`src/rtl/cr_cnt_mc.sv`:
```
// Multi-channel signed credit counter with a registered round-robin start arbiter.
// A start reserves a full burst; length reports and FIFO reads hand credits back.
module cr_cnt_mc #(
    parameter int unsigned N_CH        = 4,
    parameter int unsigned CH_W        = 2,
    parameter int unsigned CNT_W       = 8,
    parameter int unsigned LEN_W       = 4,
    parameter int unsigned MAX_BURST   = 15,
    parameter int unsigned INIT_CREDIT = 32,
    parameter bit          ALLOW_NEG   = 1'b0
) (
    input  logic                    clk,
    input  logic                    reset_p,
    input  logic [N_CH-1:0]         req,
    output logic [N_CH-1:0]         grant,
    output logic [N_CH-1:0]         transaction_enable,
    input  logic                    len_vld,
    input  logic [CH_W-1:0]         len_ch,
    input  logic [LEN_W-1:0]        len,
    input  logic [N_CH-1:0]         fifo_rd_en,
    output logic [N_CH*CNT_W-1:0]   credit_cnt,
    output logic [N_CH-1:0]         err,
    input  logic                    err_clr
);

    localparam int unsigned SUM_W = CNT_W + 2;
    localparam logic signed [SUM_W-1:0] SUM_MAX = SUM_W'(INIT_CREDIT);
    localparam logic signed [SUM_W-1:0] SUM_MIN = SUM_W'(-(2 ** (CNT_W - 1)));
    localparam logic signed [SUM_W-1:0] BURST   = SUM_W'(MAX_BURST);

    logic [N_CH-1:0][CNT_W-1:0] cnt_q;
    logic [N_CH-1:0][CNT_W-1:0] cnt_d;
    logic [CH_W-1:0]            ptr;
    logic [CH_W-1:0]            ptr_d;
    logic [CH_W-1:0]            idx;
    logic [N_CH-1:0]            eligible;
    logic [N_CH-1:0]            grant_d;
    logic [N_CH-1:0]            err_set;
    logic [N_CH-1:0]            err_d;
    logic                       win_found;
    logic signed [SUM_W-1:0]    sum;

    // Start permission straight from the registered counter
    always_comb begin
        transaction_enable = '0;
        for (int unsigned i = 0; i < N_CH; i++) begin
            if (ALLOW_NEG)
                transaction_enable[i] = ~cnt_q[i][CNT_W-1];
            else
                transaction_enable[i] = SUM_W'($signed(cnt_q[i])) >= BURST;
        end
    end

    // Round-robin search from ptr; a channel granted last cycle sits this one out
    always_comb begin
        eligible  = req & transaction_enable & ~grant;
        win_found = 1'b0;
        grant_d   = '0;
        ptr_d     = ptr;
        idx       = '0;
        for (int unsigned k = 0; k < N_CH; k++) begin
            idx = CH_W'((32'(ptr) + k) % N_CH);
            if (!win_found && eligible[idx]) begin
                win_found    = 1'b1;
                grant_d[idx] = 1'b1;
                ptr_d        = CH_W'((32'(idx) + 1) % N_CH);
            end
        end
    end

    // Grant, length return and read fold into one saturating sum per channel
    always_comb begin
        cnt_d   = cnt_q;
        err_set = '0;
        sum     = '0;
        for (int unsigned i = 0; i < N_CH; i++) begin
            sum = SUM_W'($signed(cnt_q[i]));
            if (grant_d[i])
                sum = sum - BURST;
            if (len_vld && (32'(len_ch) == i)) begin
                if (32'(len) > MAX_BURST)
                    err_set[i] = 1'b1;
                else
                    sum = sum + BURST - SUM_W'(len);
            end
            if (fifo_rd_en[i])
                sum = sum + SUM_W'(1);
            if (sum > SUM_MAX) begin
                cnt_d[i]   = CNT_W'(SUM_MAX);
                err_set[i] = 1'b1;
            end else if (sum < SUM_MIN) begin
                cnt_d[i]   = CNT_W'(SUM_MIN);
                err_set[i] = 1'b1;
            end else begin
                cnt_d[i]   = CNT_W'(sum);
            end
        end
        err_d = err_clr ? '0 : (err | err_set);
    end

    always_ff @(posedge clk or posedge reset_p) begin
        if (reset_p) begin
            for (int unsigned i = 0; i < N_CH; i++)
                cnt_q[i] <= CNT_W'(INIT_CREDIT);
            grant <= '0;
            err   <= '0;
            ptr   <= '0;
        end else begin
            cnt_q <= cnt_d;
            grant <= grant_d;
            err   <= err_d;
            ptr   <= ptr_d;
        end
    end

    assign credit_cnt = cnt_q;

endmodule
```
`config.mk`:
```
export PLATFORM = sky130hd
export DESIGN_NAME = cr_cnt_mc
export DESIGN_NICKNAME = d
export VERILOG_FILES = /design/src/rtl/cr_cnt_mc.sv
export SDC_FILE = /design/constraint.sdc
export NUM_CORES = 1
export LEC_CHECK = 0
export CAP_MARGIN = 0
export CORE_AREA = 2 2 112 114
export CTS_CLUSTER_SIZE = 28
export DETAILED_ROUTE_END_ITERATION = 8
export DIE_AREA = 0 0 114 116
export GPL_ROUTABILITY_DRIVEN = 0
export PLACE_DENSITY_LB_ADDON = 0.1
export SLEW_MARGIN = 30
export SYNTH_ARGS = -nofsm -noshare
export SYNTH_HDL_FRONTEND = slang
export SYNTH_SLANG_ARGS = --single-unit
```
`constraint.sdc`:
```
create_clock -name clk -period 11.2 [get_ports clk]
set_input_delay 1.68 -clock clk [delete_from_list [all_inputs] [get_ports clk]]
set_output_delay 1.68 -clock clk [all_outputs]
set_load 0.05 [all_outputs]
```
Yosys cells after proc, flatten, opt, wreduce, memory -nomap -nowiden
Cells that the tools add are included.
Widths: inputs -> output; s select.
{ "classes": {"add_sub_neg": 22, "order_cmp": 20, "eq_ne": 3, "mux": 56, "bitwise_logic": 7, "reduce_logical": 16} }
{ "ops": {"columns": ["op", "n"], "rows": [
  ["$mux 10", 12],
  ["$mux 8", 8],
  ["$add 10x2->10 const B", 4],
  ["$add 10x4->10 const B", 4],
  ["$gt 10x7->1 const B", 4],
  ["$lt 10x8->1 const B", 4],
  ["$sub 10x4->10", 4],
  ["$sub 8x5->9 const B", 4],
  ["$ge 8x5->1 const B", 4],
  ["$mux 4", 5],
  ["$mux 1", 19],
  ["$or 4x4->4", 4],
  ["$lt 2x3->1 const B", 4],
  ["$logic_and 1x1->1", 11],
  ["$add 2x1->2 const B", 4],
  ["$and 4x4->4", 2],
  ["$bmux 1 s2", 4],
  ["$demux 1 s2", 4],
  ["$ge 2x1->1 const B", 4],
  ["$mux 2", 4],
  ["$add 2x2->2 const B", 2],
  ["$eq 2x2->1 const B", 2],
  ["$not 4->4", 1],
  ["$reduce_bool 4->1", 1],
  ["other kinds (3)", 5]
]} }
{ "word_totals": {"ff_bits": 42, "output_inout_bits": 44} }

Logic depth before layout (Yosys ltp)
Gate-level depths: netlist of the first run.
{ "depth": {"ltp_word": 26, "mapped_depth": 28, "depth_no_buf": 25} }

Least setup slack after synthesis of the first run
OpenSTA, ideal clock, no wires.
{ "synth_timing": {"kind": "in2reg", "start": "input req[1]", "end": "register cnt_q (netlist bit credit_cnt[16])", "setup_ps": 67, "arrival_time_ps": 7053, "setup_slack_ps": 4080, "cell_stages": 23, "n_path_buf": 1, "path_cell_list": "nor3b_1 > o41ai_2 > mux4_2 > a221o_1 > buf_6 > a22oi_2 > inv_1 > mux2_2 > ha_1 > ha_1 > inv_1 > fa_1 > nor2b_1 > o21ai_0 > nand2b_1 > nand2_1 > xor3_1 > or3_4 > or4b_1 > or4b_1 > o311a_2 > mux2i_2 > and3_1"} }
{ "synth_lines": {"columns": ["element", "line_no", "source"], "rows": [
  ["from (decl)", "14", "input logic [N_CH-1:0] req,"],
  ["to (signal, indexed assignment)", "104", "cnt_q[i] <= CNT_W'(INIT_CREDIT);"],
  ["to (signal assigned)", "109", "cnt_q <= cnt_d;"],
  ["to (decl)", "31", "logic [N_CH-1:0][CNT_W-1:0] cnt_q;"]
]} }

==> impl_summary.txt, run 1 <==
----------------------------------------------------
[Clocking]
  Clock Sink Count ... 42
  Clock root buffer ... clkbuf_16
  Clock tree from TritonCTS ... done
  Post-cts sizing count ... 0
  Maximum level of the CTS H-tree ... 2
  Clock transition at the register clock pins on the worst setup and hold paths after CTS ... 0.06 ns
  Setup fix buffers added after clock tree synthesis ... 0
  Worst skew pair latency ... 0.31 ns
  Cts bufs inserted ... 5
  Post-cts hold buffer count ... 0
  Max clock buf depth ... 2

[Routing]
  Post-route DRC violation count ... 0
  Initial DRC Count ... 567
  Post-detailed-routing wire length ... 19340 µm
  Total number of vias ... 7104
  Vias per inst ... 6.621
  First-pass iteration count of the detailed router ... 6
  Antenna-violating nets left ... 0
  Per-cell routed wire length ... 18.03 µm

[Logic synthesis]
  Async SR Flop Fraction ... 100.0%
  Synthesized instance count ... 888
  Sequential element share of the synthesized area ... 15.02%
  Total nets after synthesis ... 974
  Syn. warnings ... 0
  Cell types occupying the most area after synthesis ... dfrtp_1, ha_1, nor2_1
  Number of enable-type register cells in the synthesized netlist ... 0
  Post-synth top flop ... dfrtp_1
  Mean Syn Cell Area ... 7.917 µm²
  Area share of the largest cell type after synthesis ... 13.53%
  Count of different cell masters after synthesis ... 100
  Post-synthesis sequential element count ... 42
  Biggest area consumer among synthesized cells ... dfrtp_1
  Mapped Area ... 7030 µm²

[Finish]
  Most used cells in the layout excluding fill and tap cells ... nor2_1, nand2_1, ha_1
  Number of nets in the final layout ... 1012
  Area growth from synthesis to final layout ... 10.98%
  Layout cell share with drive strength beyond 1 ... 7.343%
  Diodes inserted ... 0
  Most common cell after layout, fill and taps aside ... nor2_1
  Count of filler cells inserted in the layout ... 1061
  Final standard cell utilization of the core ... 65.50%

[Timing]
  Setup_tns ... 0 ns
  Worst-margin pin slew ... 0.9036 ns
  Total setup violations reported at the end of the flow ... 0
  Final hold violation count ... 0
  Worst Hold Slack ... 0.5107 ns
  Crit share post-route ... 75.24%
  Worst path setup slack after routing ... 2.774 ns
  Final Max Tran Viols ... 0
  Highest clock frequency the design can meet ... 0.1187 GHz
  Clock skew after layout ... 0.007931 ns
  Unrepaired setup endpoints after global routing ... no
  Minimum clock period after layout ... 8.426 ns
  Tightest slew margin relative to the limit ... 39.76%

[Floorplan]
  Die Footprint ... 13220 µm²
  Die Height ... 116 µm
  Starting Density ... 59.02%
  Placeable core area ... 11910 µm²
  Num ports ... 62
  Die Span X ... 114 µm
  Row count ... 40

[GRT]
  Wire length of the first global-routing pass ... 32450 µm
  Total congestion overflow after global routing ... 0
  Number of antenna violations at the first check in global routing ... 0
  Largest net degree at the start of global routing ... 43
  Via count of the first global-routing pass ... 6801
  Overall routing resource usage ... 30.06%

[Status]
  Outcome ... finished, final reports clean

[Critical path]
  Maximum fanout encountered on the critical timing path ... 10
  Arrival time at the worst endpoint ... 8.67 ns
  Setup crit start kind ... input port
  Nature of the critical path endpoint ... flip-flop
  Critical path data required time ... 11.45 ns
  Kind of critical path ... in -> reg

[Worst hold path]
  Path type of the worst min-delay path ... reg -> reg

[Place]
  Buffers on Ports ... 61
  HPWL after DPL ... 14870 µm
  Pre-CTS setup slack ... 2.542 ns

[Run]
  Max Cap Viol ... 0

----------------------------------------------------
## cells by family (layout without fill, tap and decap cells)
group	after synthesis	after routing	synth area share (%)
simple gates	374	374	28.78
compound gates	223	223	24.06
buf+inv	90	128	5.642
fa+ha+maj	68	68	12.53
xor+xnor	62	62	8.347
flops	42	42	15.02
mux	29	29	5.624
## flip-flops by register name, summed over array words and instances (netlist names)
name / flops
err: 4
ptr: 2
credit_cnt: 32
grant: 4
## metal layers
| layer | GRT usage, % | routed length, µm | vias to the layer above |
|---|---|---|---|
| li1 | - | - | 3393 |
| met1 | 39.09 | 8465 | 3407 |
| met2 | 51.39 | 9261 | 269 |
| met3 | 4.341 | 1179 | 35 |
| met4 | 10.33 | 436 | 0 |
| met5 | 0 | 0 | - |
## synthesized netlist by cell type (all sizes together) (6+ instances only)
cell	n
o21a	6
a31oi	10
nand4	6
nand3	37
o211ai	10
ha	64
nand2	75
dfrtp	38
nor3	43
nor3b	8
or3	12
o31ai	9
mux2i	14
and4	7
clkbuf	18
and3	15
nor2	79
inv	58
o31a	9
nor4	9
a211oi	26
a21oi	37
a21o	18
mux4	7
nor2b	12
and2	14
o211a	6
mux2	8
xnor2	33
buf	12
or2	15
o21ai	29
xor2	26
nand2b	18
## per-stage QoR
stage	instances	area, µm²
final	1073	7802
after global routing	1073	7802
after CTS	1073	7796
after detailed placement	1066	7664
after global placement	1066	7659
after floorplan	888	7030
## worst paths after layout
check / startpoint / slack [ns] / cells past startpoint / end
worst max-delay path: req[2] / 2.77 / 24 / credit_cnt[17]
worst min-delay path: err[3] / 0.51 / 1 / err[3]
worst max register to register: credit_cnt[24] / 3.83 / 24 / credit_cnt[17]
worst min register to register: err[3] / 0.51 / 1 / err[3]
max in group asynchronous: reset_p / 9.00 / 2 / grant[0]
min in group asynchronous: reset_p / 1.80 / 2 / ptr[0]
## layout make-up
class	count	area, µm²	area share (%)
inverter	60	227.7	2.919
timing repair buffer	61	610.6	7.826
tap	147	183.9	2.357
clock buffer	7	132.6	1.700
sequential	42	1056	13.53
multi-input combinational	756	5592	71.66
## critical path, cell delays in order
cell and delay [ns]:
clkdlybuf4s50_1 0.45, nor3b_1 0.44, o31a_1 0.37, mux4_2 0.38
or2_0 0.72, nor2_8 0.10, a22oi_2 0.46, inv_1 0.15
mux2_2 0.31, ha_1 0.29, ha_1 0.16, inv_1 0.05
fa_1 0.40, nor2b_1 0.16, o21ai_0 0.09, nand2b_1 0.10
nand2_1 0.07, xor3_1 0.25, or3_4 0.37, or4b_1 0.53
or4b_1 0.48, o311a_2 0.17, mux2i_2 0.30, o211a_1 0.20
Power of run 1 is not shown: default switching activity piles up to over one toggle a cycle in this logic, so the estimate is an artifact.
==> run 2: changes to the inputs <==
- CORE_AREA: 2 2 112 114 -> 2 2 117 119
- DIE_AREA: 0 0 114 116 -> 0 0 119 121
- clock period: 11.2 -> 7 ns (I/O delays scaled with it)
==> run 2 against run 1 <==
Compared with the run above: critical path depth up 2; global-route usage is 2.3 points lower; wire length increased by 3.8%; register-to-register slack got worse by 3.5 ns; sequential share of layout area shrank 0.74 points; utilization shrank 2.4 points; worst hold slack got worse by 0.0075 ns; count of clock-buffer cells in the layout is the same; first-iteration DRC count down 8.5%; critical path type unchanged; critical endpoint is now err[0].
==> impl_summary.txt, run 2 (synthesis results as in run 1) <==
----------------------------------------------------
[Status]
  Outcome ... finished, final reports clean

[Clocking]
  Maximum level of the CTS H-tree ... 2
  Cts bufs inserted ... 5
  Clock transition at the register clock pins on the worst setup and hold paths after CTS ... 0.06 ns
  Max clock buf depth ... 2
  Clock tree from TritonCTS ... done
  Worst skew pair latency ... 0.31 ns
  Clock Sink Count ... 42
  Clock root buffer ... clkbuf_16

[Place]
  Buffers on Ports ... 61
  Pre-CTS setup slack ... -0.1463 ns
  Number of cells in the design after placement ... 1141
  HPWL after DPL ... 15630 µm

[Finish]
  Area occupied by registers ... 1056 µm²
  Most common cell after layout, fill and taps aside ... nor2_1
  Number of flip-flops in the largest register ... 32
  Diodes inserted ... 0
  Most used cells in the layout excluding fill and tap cells ... nor2_1, nand2_1, ha_1
  Number of nets in the final layout ... 1060
  Area growth from synthesis to final layout ... 17.37%
  Area of the multi-input gates ... 5644 µm²
  Count of filler cells inserted in the layout ... 1161
  Final standard cell utilization of the core ... 63.06%
  Layout cell share with drive strength beyond 1 ... 12.73%
  Non-filler instance count after layout ... 1150

[Routing]
  Antenna-violating nets left ... 0
  Vias per inst ... 6.283
  Total number of vias ... 7225
  Post-route DRC violation count ... 0
  First-pass iteration count of the detailed router ... 6
  Initial DRC Count ... 519
  Post-detailed-routing wire length ... 20080 µm
  Per-cell routed wire length ... 17.46 µm

[Critical path]
  Critical path data required time ... 7.20 ns
  Arrival time at the worst endpoint ... 6.93 ns
  Nature of the critical path endpoint ... flip-flop
  Maximum fanout encountered on the critical timing path ... 7
  Kind of critical path ... in -> reg
  Reg-to-reg setup timing slack ... 0.36 ns
  Setup crit start kind ... input port

[GRT]
  Overall routing resource usage ... 27.71%
  Via count of the first global-routing pass ... 6762
  Total congestion overflow after global routing ... 0
  Number of antenna violations at the first check in global routing ... 0
  Largest net degree at the start of global routing ... 43
  Wire length of the first global-routing pass ... 32820 µm

[Timing]
  Tightest slew margin relative to the limit ... 42.88%
  Worst-margin pin slew ... 0.8537 ns
  Total setup violations reported at the end of the flow ... 0
  Clock skew after layout ... 0.007918 ns
  Crit share post-route ... 96.23%
  Minimum clock period after layout ... 6.736 ns
  Setup_tns ... 0 ns
  Highest clock frequency the design can meet ... 0.1485 GHz
  Final Max Tran Viols ... 0
  Worst path setup slack after routing ... 0.2641 ns
  Final hold violation count ... 0

[Floorplan]
  Starting Density ... 53.73%
  Row count ... 42
  Die Height ... 121 µm
  Die Span X ... 119 µm
  Num ports ... 62
  Die Footprint ... 14400 µm²
  Placeable core area ... 13090 µm²

[Worst hold path]
  Path type of the worst min-delay path ... reg -> reg

[Run]
  Max Cap Viol ... 0

----------------------------------------------------
==> run 2: changes by cell type in the layout (fill, tap and decap cells not counted), moves of 2 or more <==
cell / delta
nor3_2: +2
nor3b_2: +4
buf_4: +48
nor3b_1: -4
nor3_1: -2
==> run 2: final cells by class <==
class | count | area share, %
clock buffers | 7 | 1.607
inverters | 60 | 2.760
multi-input cells | 756 | 68.40
flip-flops and latches | 42 | 12.80
well taps | 176 | 2.669
repair buffers | 109 | 11.77
==> run 2: worst paths after layout <==
kind / start / to / depth (start not counted)
worst max-delay path: req[2] / err[0] / 26
worst min-delay path: err[0] / err[0] / 1
worst max register to register: credit_cnt[24] / err[0] / 25
worst min register to register: err[0] / err[0] / 1
max in group asynchronous: reset_p / credit_cnt[22] / 2
min in group asynchronous: reset_p / credit_cnt[8] / 2
==> run 2: repair_timing <==
item / 4_1_cts / 5_1_grt
hold buffers: 0 / 0
endpoints found under the setup margin: 0 / 29
hold endpoints to repair: 0 / 0
buffers inserted: 0 / 2
resized for setup: 0 / 11
==> run 2: metrics by stage <==
step / cell area [µm²] / hold WS, ns
after global routing: 8252 / 0.5392
after global placement: 8040 / 0.4813
after floorplan: 7030 / 0.7404
after CTS: 8175 / 0.5132
after detailed placement: 8043 / 0.4928
final: 8252 / 0.5033
==> run 2: worst max-delay path, cell delays in order <==
cell and delay [ns]:
clkdlybuf4s50_1 0.40, nor3b_2 0.16, buf_4 0.14, o31a_1 0.19, mux4_2 0.50, buf_4 0.18
nor2_1 0.18, nand3_1 0.16, and2_1 0.21, inv_1 0.14, nand2_1 0.08, xor2_1 0.24
inv_1 0.08, ha_1 0.28, ha_1 0.33, a21oi_1 0.19, nor2b_1 0.08, or4_1 0.41
nor3_1 0.17, o41ai_1 0.12, xnor2_1 0.14, a21oi_1 0.38, a31oi_1 0.19, or2_1 0.30
o31a_1 0.40, o21a_1 0.20
==> run 2: layer usage <==
| layer | track usage, % | vias up | wire length [µm] |
|---|---|---|---|
| li1 | - | 3489 | - |
| met1 | 36.93 | 3479 | 8922 |
| met2 | 47.16 | 232 | 9771 |
| met3 | 3.289 | 25 | 1009 |
| met4 | 8.259 | 0 | 377 |
| met5 | 0 | - | 0 |
Power of run 2 is left out for the same reason.
